## src/rtl/ce_set_arbiter.sv

```systemverilog
// Round-robin arbiter that serialises read/write/preset accesses from NUM_REQ
// requesters onto one shared falling-edge register bank (CE/SET/D/Q).
module ce_set_arbiter #(
    parameter int NUM_REQ = 4,
    parameter int WIDTH   = 8
) (
    input  logic                     CLK,
    input  logic                     RESET,
    input  logic [NUM_REQ-1:0]       REQ,
    input  logic [2*NUM_REQ-1:0]     OP,
    input  logic [WIDTH*NUM_REQ-1:0] WDATA,
    output logic [NUM_REQ-1:0]       GNT,
    output logic [NUM_REQ-1:0]       ACK,
    output logic [WIDTH-1:0]         RDATA,
    output logic                     REG_CE,
    output logic                     REG_SET,
    output logic [WIDTH-1:0]         REG_D,
    input  logic [WIDTH-1:0]         REG_Q
);
    localparam int IW = $clog2(NUM_REQ);

    typedef enum logic [1:0] {IDLE, ACCESS, ACKNOWLEDGE} state_t;

    state_t               state_reg, state_next;
    logic [IW-1:0]        last_reg, last_next;
    logic [NUM_REQ-1:0]   gnt_reg, gnt_next;
    logic [NUM_REQ-1:0]   ack_reg, ack_next;
    logic [WIDTH-1:0]     rdata_reg, rdata_next;
    logic                 ce_reg, ce_next;
    logic                 set_reg, set_next;
    logic [WIDTH-1:0]     d_reg, d_next;

    logic [1:0]           op_slot    [NUM_REQ];
    logic [WIDTH-1:0]     wdata_slot [NUM_REQ];
    logic                 pick_valid;
    logic [IW-1:0]        pick_idx;

    generate
        for (genvar gi = 0; gi < NUM_REQ; gi++) begin : g_slot
            assign op_slot[gi]    = OP[2*gi +: 2];
            assign wdata_slot[gi] = WDATA[gi*WIDTH +: WIDTH];
        end
    endgenerate

    // Scan from farthest to nearest so the first requester after LAST wins.
    always_comb begin
        pick_valid = 1'b0;
        pick_idx   = '0;
        for (int k = NUM_REQ; k >= 1; k--) begin
            int            idx;
            logic [IW-1:0] cand;
            idx = int'(last_reg) + k;
            if (idx >= NUM_REQ) idx = idx - NUM_REQ;
            cand = IW'(idx);
            if (REQ[cand]) begin
                pick_valid = 1'b1;
                pick_idx   = cand;
            end
        end
    end

    always_comb begin
        state_next = state_reg;
        last_next  = last_reg;
        gnt_next   = gnt_reg;
        ack_next   = ack_reg;
        rdata_next = rdata_reg;
        ce_next    = ce_reg;
        set_next   = set_reg;
        d_next     = d_reg;
        case (state_reg)
            IDLE: begin
                ce_next  = 1'b0;
                set_next = 1'b0;
                if (pick_valid) begin
                    state_next         = ACCESS;
                    last_next          = pick_idx;
                    gnt_next           = '0;
                    gnt_next[pick_idx] = 1'b1;
                    ce_next            = (op_slot[pick_idx] == 2'b01);
                    set_next           = (op_slot[pick_idx] == 2'b10);
                    d_next             = wdata_slot[pick_idx];
                end
            end
            ACCESS: begin
                // Register captured on the falling edge inside this cycle.
                rdata_next = REG_Q;
                ack_next   = gnt_reg;
                ce_next    = 1'b0;
                set_next   = 1'b0;
                state_next = ACKNOWLEDGE;
            end
            ACKNOWLEDGE: begin
                ack_next   = '0;
                gnt_next   = '0;
                state_next = IDLE;
            end
            default: state_next = IDLE;
        endcase
    end

    always_ff @(posedge CLK) begin
        if (RESET) begin
            state_reg <= IDLE;
            last_reg  <= IW'(NUM_REQ - 1);
            gnt_reg   <= '0;
            ack_reg   <= '0;
            rdata_reg <= '0;
            ce_reg    <= 1'b0;
            set_reg   <= 1'b0;
            d_reg     <= '0;
        end else begin
            state_reg <= state_next;
            last_reg  <= last_next;
            gnt_reg   <= gnt_next;
            ack_reg   <= ack_next;
            rdata_reg <= rdata_next;
            ce_reg    <= ce_next;
            set_reg   <= set_next;
            d_reg     <= d_next;
        end
    end

    assign GNT     = gnt_reg;
    assign ACK     = ack_reg;
    assign RDATA   = rdata_reg;
    assign REG_CE  = ce_reg;
    assign REG_SET = set_reg;
    assign REG_D   = d_reg;
endmodule
```

## config.mk

```make
export PLATFORM = sky130hd
export DESIGN_NAME = ce_set_arbiter
export DESIGN_NICKNAME = d
export VERILOG_FILES = /design/src/rtl/ce_set_arbiter.sv
export SDC_FILE = /design/constraint.sdc
export NUM_CORES = 1
export LEC_CHECK = 0
export ABC_AREA = 1
export CORE_MARGIN = 3
export CORE_UTILIZATION = 40
export DETAILED_ROUTE_END_ITERATION = 10
export HOLD_SLACK_MARGIN = 0.1
export PLACE_DENSITY = 0.84
export SLEW_MARGIN = 20
export SYNTH_ARGS = -nofsm -noshare
export SYNTH_HDL_FRONTEND = slang
export SYNTH_SLANG_ARGS = --single-unit
```

## constraint.sdc

```tcl
create_clock -name CLK -period 4.4 [get_ports CLK]
set_input_delay 1.1 -clock CLK [delete_from_list [all_inputs] [get_ports CLK]]
set_output_delay 1.1 -clock CLK [all_outputs]
set_load 0.005 [all_outputs]
```

Word-level counts from Yosys, hierarchy flattened --
Cells that the tools add are included.
Storage, ports and cells: flip-flop bits (word level) 30, input port bits 54, output and inout bits 26, word-level logic and storage cells 77
Cells by class: add/sub/neg operators 8, $lt $le $gt $ge 11, equal/unequal tests 5, multiplexer cells 37, bitwise operators 1, reductions and logical operators 7
Operators with widths (number):
- $mux 2 | 11
- $bmux 8 s2 | 1
- $mux 8 | 2
- $pmux 4 s2 | 2
- $lt 2x3->1 const B | 5
- $ge 3x3->1 const B | 4
- $mux 1 | 11
- $bmux 1 s2 | 4
- $sub 2x1->2 const B | 4
- $add 2x2->3 const B | 2
- $reduce_bool 2->1 | 3
- $add 2x3->4 const B | 1
- $bmux 2 s2 | 1
- $eq 2x1->1 const B | 2
- $eq 2x2->1 const B | 2
- $ge 4x3->1 const B | 1
- $mux 4 | 1
- $pmux 1 s2 | 2
- $pmux 2 s2 | 1
- $reduce_and 2->1 | 2
- $add 2x1->3 const B | 1
- $not 2->3 | 1
- $demux 1 s2 | 1
- $ge 2x1->1 const B | 1
- 3 further kinds | 3

Depth between registers and ports, before layout --
Gate-level depths: netlist of run 1.
depth after elaboration 16, mapped depth 17, depth with buffers taken out 16

Least setup slack after synthesis of run 1 --
OpenSTA, ideal clock, no wires.
kind in2reg, start input port REQ[3], end register ce_reg, in the netlist REG_CE, library setup time 128 ps, arrival time 2131 ps, required time 4272 ps, path slack 2141 ps, cell stages on the path 15, path buffers 0, cells stage by stage inv_1 -> o21ai_1 -> nand2_1 -> nand2_1 -> nand2_2 -> nand2_2 -> nand2_4 -> nand2_8 -> nand2_1 -> o21ai_1 -> nand2_1 -> nand2_1 -> nor2_1 -> nor2_1 -> nor2_1
On the way: longest elaborated chain between the ends 13, elaborated cells on any way between the ends 23, those cells by class eq/ne (1); mux (21); bitwise (1)
Ends and longest elaborated chain:
- start, declared | RTL line 9 | input logic [NUM_REQ-1:0] REQ,
- $bmux 1 s2 | RTL line 55 | if (REQ[cand]) begin
- $mux 1 (implied by the code) | RTL line 55
- $mux 2 (4 in a row) | RTL line 55
- $not 2->3 (implied by the code) | RTL line 80 | ce_next = (op_slot[pick_idx] == 2'b01);
- $bmux 2 s2 | RTL line 80
- $mux 2 (implied by the code) (2 in a row) | RTL line 80
- $eq 2x1->1 | RTL line 80
- $mux 1 (*) | RTL line 75 | if (pick_valid) begin
- $pmux 1 s2 (*) | RTL line 71 | case (state_reg)
- end signal, assigned | RTL line 118 | ce_reg <= ce_next;
- end, declared | RTL line 29 | logic ce_reg, ce_next;
Every way passes the cells marked *; elsewhere a longest branch is shown, timed or not. The select of a mux whose other input is x is not followed. A chain may end at the register's enable or synchronous reset.

Worst setup path after layout of run 1 --
start input port REQ[3], end register d_reg[0], in the netlist REG_D[0]
On the way: longest elaborated chain between the ends 10, elaborated cells on any way between the ends 21, those cells by class mux (19); bitwise (1); reduce/logical (1)
Ends and longest elaborated chain:
- $bmux 1 s2 | RTL line 55
- $mux 1 (implied by the code) | RTL line 55
- $mux 2 (4 in a row) | RTL line 55
- $not 2->3 (implied by the code) | RTL line 82 | d_next = wdata_slot[pick_idx];
- $bmux 8 s2 | RTL line 82
- $mux 8 (implied by the code) (2 in a row) | RTL line 82
- end signal, assigned | RTL line 120 | d_reg <= d_next;
- end, declared | RTL line 31 | logic [WIDTH-1:0] d_reg, d_next;
Parallel ways exist; a longest one is shown, timed or not. The select of a mux whose other input is x is not followed.

==> results of run 1 <==
-- critical path: stages --
cell             delay (ns)
clkdlybuf4s50_1        0.47
inv_1                  0.06
o21ai_1                0.16
nand2_1                0.09
nand2_1                0.06
nand3_1                0.06
nand2_1                0.07
nand2_1                0.06
nand2_2                0.13
inv_2                  0.09
nand2_1                0.08
inv_2                  0.08
nand2_1                0.07
nand3_1                0.07
o21ai_1                0.12
inv_1                  0.04
-- through the flow --
| step | hold slack, ns | power, uW | std cells |
|---|---|---|---|
| 3_3_place_gp | 0.477 | 1530 | 388 |
| 4_1_cts | 0.487 | 1780 | 396 |
| 5_1_grt | 0.512 | 1950 | 396 |
| 2_1_floorplan | 0.460 | 1190 | 266 |
| 3_5_place_dp | 0.473 | 1550 | 388 |
| 6_report | 0.487 | 1760 | 396 |
-- area by class of cell --
class,instances,area [um^2],area share
repair buffers,79,791,0.305
clock inverters,2,12.5,0.00482
flip-flops and latches,30,601,0.232
clock buffers,6,82.6,0.0318
well taps,48,60.1,0.0232
inverters,24,95.1,0.0367
multi-input cells,207,952,0.367
-- layout by cell type, fill, tap and decap left out --
master,n
clkinvlp_4,1
o21ai_0,17
nor2_1,39
ha_1,3
clkdlybuf4s50_1,79
clkbuf_8,6
nand2_1,97
dfxtp_1,30
nand2_4,1
clkinv_2,1
nand2_8,1
clkinv_1,1
inv_1,16
o21ai_1,11
nor3b_1,1
a21oi_1,13
nand3b_1,1
inv_6,1
nand2_2,4
nand4_2,1
inv_2,6
nand3_4,1
nand3_1,15
nor2_4,2
-- power breakdown --
group | internal [uW] | total (uW) | leakage (uW) | switching (uW)
Combinational | 459 | 1090 | 0.000893 | 630
Clock | 125 | 227 | 0.0000472 | 102
Sequential | 376 | 444 | 0.000248 | 68.6
Total | 960 | 1760 | 0.00119 | 801
-- layer usage --
layer / part of all wire / routed length [um] / vias to the layer above
li1: - / - / 998
met1: 0.43 / 1840 / 808
met2: 0.46 / 1960 / 79
met3: 0.11 / 465 / 2
met4: 0.0068 / 29 / 0
met5: 0 / 0 / -
-- how the worst min path moves through the flow --
stage	startpoint	to	cells past startpoint
floorplan	REG_SET	REG_SET	2
global placement	REG_SET	REG_SET	2
detailed placement	GNT[1]	ACK[1]	2
CTS	GNT[1]	ACK[1]	2
global route	REG_SET	REG_SET	2
finish	REG_SET	REG_SET	2
-- logic make-up after synthesis --
logic type,after synthesis
buffers and inverters,29
adder cells (fa/ha/maj),3
AO/OA/AOI/OAI,41
flip-flops,30
AND/OR/NAND/NOR,163
==> impl_metrics.toml, run 1 <==
[outcome]
status = "completed"

[floorplan]
die_x_um = 70.8
rows = 22
core_um2 = 3850
die-area_um2 = 5020
die_h_um = 70.8
initial_core_util = 0.436
io_pins = 80

[route]
vias_per_cell = 4.77
antenna_left = 0
vias = 1887
drtPass1Iterations = 4
routed_wl_mm = 4.29
wl_per_cell_um = 10.8
drcViolationCount = 0
drtIter0Drc = 57

[critical_path]
worstPathArrival_ns = 2.83
critPathCapture = "REG_D[0]"
critPathLaunchType = "primary input"
r2r-end = "REG_D[5]"
crit_path_start = "REQ[3]"
crit_fanout = 9
end_kind = "flip-flop"
r2r-start = "last_reg[0]"
path_class = "in -> reg"
reg2reg_setup_slack_ns = 2.40
reg2reg_depth = 13
crit_required_ns = 4.57

[placement]
gp_congestion = 0.795
placed_area_um2 = 2500
hpwlAfterDp_mm = 3.38
port_buffers = 79
dp_slack_ns = 1.46

[clock_network]
ctsHoldBuffers = 0
clock-sinks = 30
clk_latency_ns = 0.27
postCtsSetupBuffers = 0
cts_buffer_depth = 2
clk_pin_slew_ns = 0.06
cts_tree = "yes"
htreeDepth = 2
clockRootBuffer = "clkbuf_8"
cts_buffers = 5
cts.repair.resized = 0

[layout]
drive_gt1_frac = 0.0718
fin_area_um2 = 2590
finalNetCount = 404
antennaDiodeCount = 0
area_growth_pct = 54.2
nFillCells = 351
final_util = 0.673

[timing]
tns_ns = 0
fin_ws_ns = 1.75
finalCritPeriodShare = 0.603
fmax_mhz = 377
maxSlewViolCount = 0
min_period_ns = 2.65
rsz0062_at_grt = "no"
slew_headroom = 0.684
hold_viol = 0
clock_skew_ns = 0.00304
setup_viol = 0
worstMarginPinSlew_ns = 0.473

[synthesis]
postSynthCellCount = 266
syn-num-nets = 323
yosys.area_share.simple = 0.422
synthMostInstantiatedCell = "nand2_1"
yosys-top-cells-area = "dfxtp_1 36%, nand2_1 22%, nor2_1 8.7%"
ys_seq_area_frac = 0.357
synth_top_area_cell = "dfxtp_1"
syn_avg_cell_area_um2 = 6.32
synth_ff_type = "dfxtp_1"
yosysWarnings = 0
syn_area_um2 = 1680
synth-seq-cells = 30
synthAdderAreaFrac = 0.0223
synth.area.mux_share = 0
synth-async-reset-ratio = 0
synth_compound_area_frac = 0.122
netlist.area_leader.share = 0.357
synthXorXnorAreaFrac = 0
synth_top_family_by_area = "simple AND/OR/NAND/NOR gates"
synth_edf_count = 0
synthTopCellsByCount = "97 x nand2_1, 39 x nor2_1, 30 x dfxtp_1"
synth.distinct_cells = 23

[global_route]
grt_use_met2 = 0.297
grt-ovfl-total = 0
grt_pass1_vias = 1745
grt_pass1_wl_mm = 7.33
antenna_found_initial = 0
busiest_layer = "met2"
grt_use_met3 = 0.0753
use_met1 = 0.205
grt_use_total = 0.178
grt_max_degree = 19

[power_and_ir_drop]
ir_drop_uv = 339
leakage_uw = 0.00119
powerDensity_nw_per_um2 = 679

[worst_hold_path]
min_path_type = "reg -> reg"

[job]
maxCapViolations = 0
(Power assumes the default switching activity.)
==> run 2: changes to the inputs <==
- CORE_UTILIZATION: 40 -> 37
- PLACE_DENSITY: 0.84 -> 0.82
- clock period: 4.4 -> 2.1 ns (I/O delays scaled with it)
==> impl_metrics.toml, run 2 (synthesized netlist as in run 1, its figures left out) <==
[critical_path]
crit_chain = "clkdlybuf4s50_1, inv_1, nand2_2, nand3_2, nand2_1, inv_1, nand2_2, nand2_2, nand2_4, nand2_4, o21ai_1, nand2_1, nand2_1, nor2_1, nor2_1, nor2_1"
slowest_delay_ns = 0.47
cp_top_family = "simple AND/OR/NAND/NOR gates"
reg2reg_setup_slack_ns = 0.22
r2r-start = "last_reg[0]"
crit_fanout = 5
critPathLaunchType = "primary input"
critPathBufInv = 3
end_kind = "flip-flop"
crit_path_start = "REQ[0]"
slowest_stage = "clkdlybuf4s50_1"
worstPathArrival_ns = 2.21
path_class = "in -> reg"
crit_required_ns = 2.27
r2r-end = "REG_CE"
reg2reg_depth = 15

[timing]
hold_viol = 0
tns_ns = 0
maxSlewViolCount = 0
rsz0062_at_grt = "yes"
fmax_mhz = 489
min_period_ns = 2.05
clock_skew_ns = 0.00918
setup_viol = 0
finalCritPeriodShare = 0.974
worstMarginPinSlew_ns = 0.463
fin_ws_ns = 0.0537
slew_headroom = 0.691

[clock_network]
htreeDepth = 2
clk_latency_ns = 0.28
ctsHoldBuffers = 0
cts_tree = "yes"
clockRootBuffer = "clkbuf_8"
cts_buffers = 5
cts_buffer_depth = 2
clock-sinks = 30
clk_pin_slew_ns = 0.06

[global_route]
grt_pass1_vias = 1799
antenna_found_initial = 0
grt_pass1_wl_mm = 7.62
grt-ovfl-total = 0
grt_max_degree = 19
grt_use_total = 0.181

[power_and_ir_drop]
p_switching_uw = 1830
powerDensity_nw_per_um2 = 1460
swShare = 0.451
ir_drop_uv = 716
seqPwrFrac = 0.232
clkPwrFrac = 0.119
power.share.combinational = 0.649
leakage_uw = 0.00130
p_int_uw = 2220

[floorplan]
rows = 23
io_pins = 80
die_h_um = 73.4
core_um2 = 4200
initial_core_util = 0.400
die-area_um2 = 5390
die_x_um = 73.4

[layout]
area_growth_pct = 64.6
most-common-layout-cells = "92 x nand2_1, 76 x clkdlybuf4s50_1, 39 x nor2_1"
mostFrequentLayoutCell = "nand2_1"
drive_gt1_frac = 0.149
antennaDiodeCount = 0
finalNetCount = 419

[worst_hold_path]
hold_start = "REG_SET"
min_path_type = "reg -> reg"
holdPathEnd = "REG_SET"
whs_path_depth = 2

[route]
vias = 1978
vias_per_cell = 4.79
wl_per_cell_um = 11.4
drtIter0Drc = 71
drcViolationCount = 0
antenna_left = 0
drtPass1Iterations = 4
routed_wl_mm = 4.70

[job]
maxCapViolations = 0

[placement]
dp_slack_ns = -0.216
gp_congestion = 0.804
port_buffers = 79
hpwlAfterDp_mm = 3.53

[outcome]
status = "completed"
[run 2: cell count changes in the layout (fill, tap and decap cells not counted), sizes merged]
| cell | previous run | this run |
|---|---|---|
| buf | 0 | 14 |
| dlymetal6s2s | 0 | 3 |
| clkdlybuf4s50 | 79 | 76 |
| nand2 | 103 | 104 |
[run 2: worst min-delay path, stage by stage (launching register included)]
cell     delay (ns)
dfxtp_1        0.31
nand2_1        0.06
a21oi_1        0.06
[run 2: repair_timing]
action,in CTS,in global routing
endpoints found under the setup margin,0,13
buffers inserted,0,2
gates resized for setup,0,20
[run 2: metal layers]
layer / vias to the layer above / track usage / share of wire
met2: 83 / 0.304 / 0.47
met1: 856 / 0.206 / 0.42
met3: 8 / 0.0752 / 0.099
met4: 0 / 0.0664 / 0.015
li1: 1031 / - / -
met5: - / 0 / 0
[run 2: cell type report]
cell class / instances / area [um^2]
Tap cell: 50 / 62.6
Clock buffer: 6 / 82.6
Clock inverter: 2 / 12.5
Fill cell: 391 / 1430
Timing Repair Buffer: 93 / 903
Inverter: 24 / 97.6
Sequential cell: 30 / 602
Multi-Input combinational cell: 208 / 1010
[run 2: stage by stage]
stage	power (uW)	hold slack [ns]	cell area (um^2)	instances	utilization
after floorplan	2500	0.460	1680	266	-
after global placement	3340	0.458	2590	402	0.617
after detailed placement	3390	0.468	2590	402	0.617
after CTS	3890	0.478	2690	410	0.639
after global routing	4480	0.503	2770	413	0.659
final	4050	0.483	2770	413	0.659
[run 2: worst max-delay path by stage]
stage,endpoint,cells after the start
floorplan,REG_CE,15
global placement,REG_D[3],15
detailed placement,REG_D[3],15
CTS,REG_CE,16
global route,REG_CE,16
finish,REG_CE,16
[run 2: power by group through the flow]
stage	combinational (uW)	sequential [uW]	clock (uW)
after floorplan	1580	920	0
after global placement	2400	938	0
after detailed placement	2440	944	0
after CTS	2450	935	502
after global routing	2980	971	527
final	2630	940	480
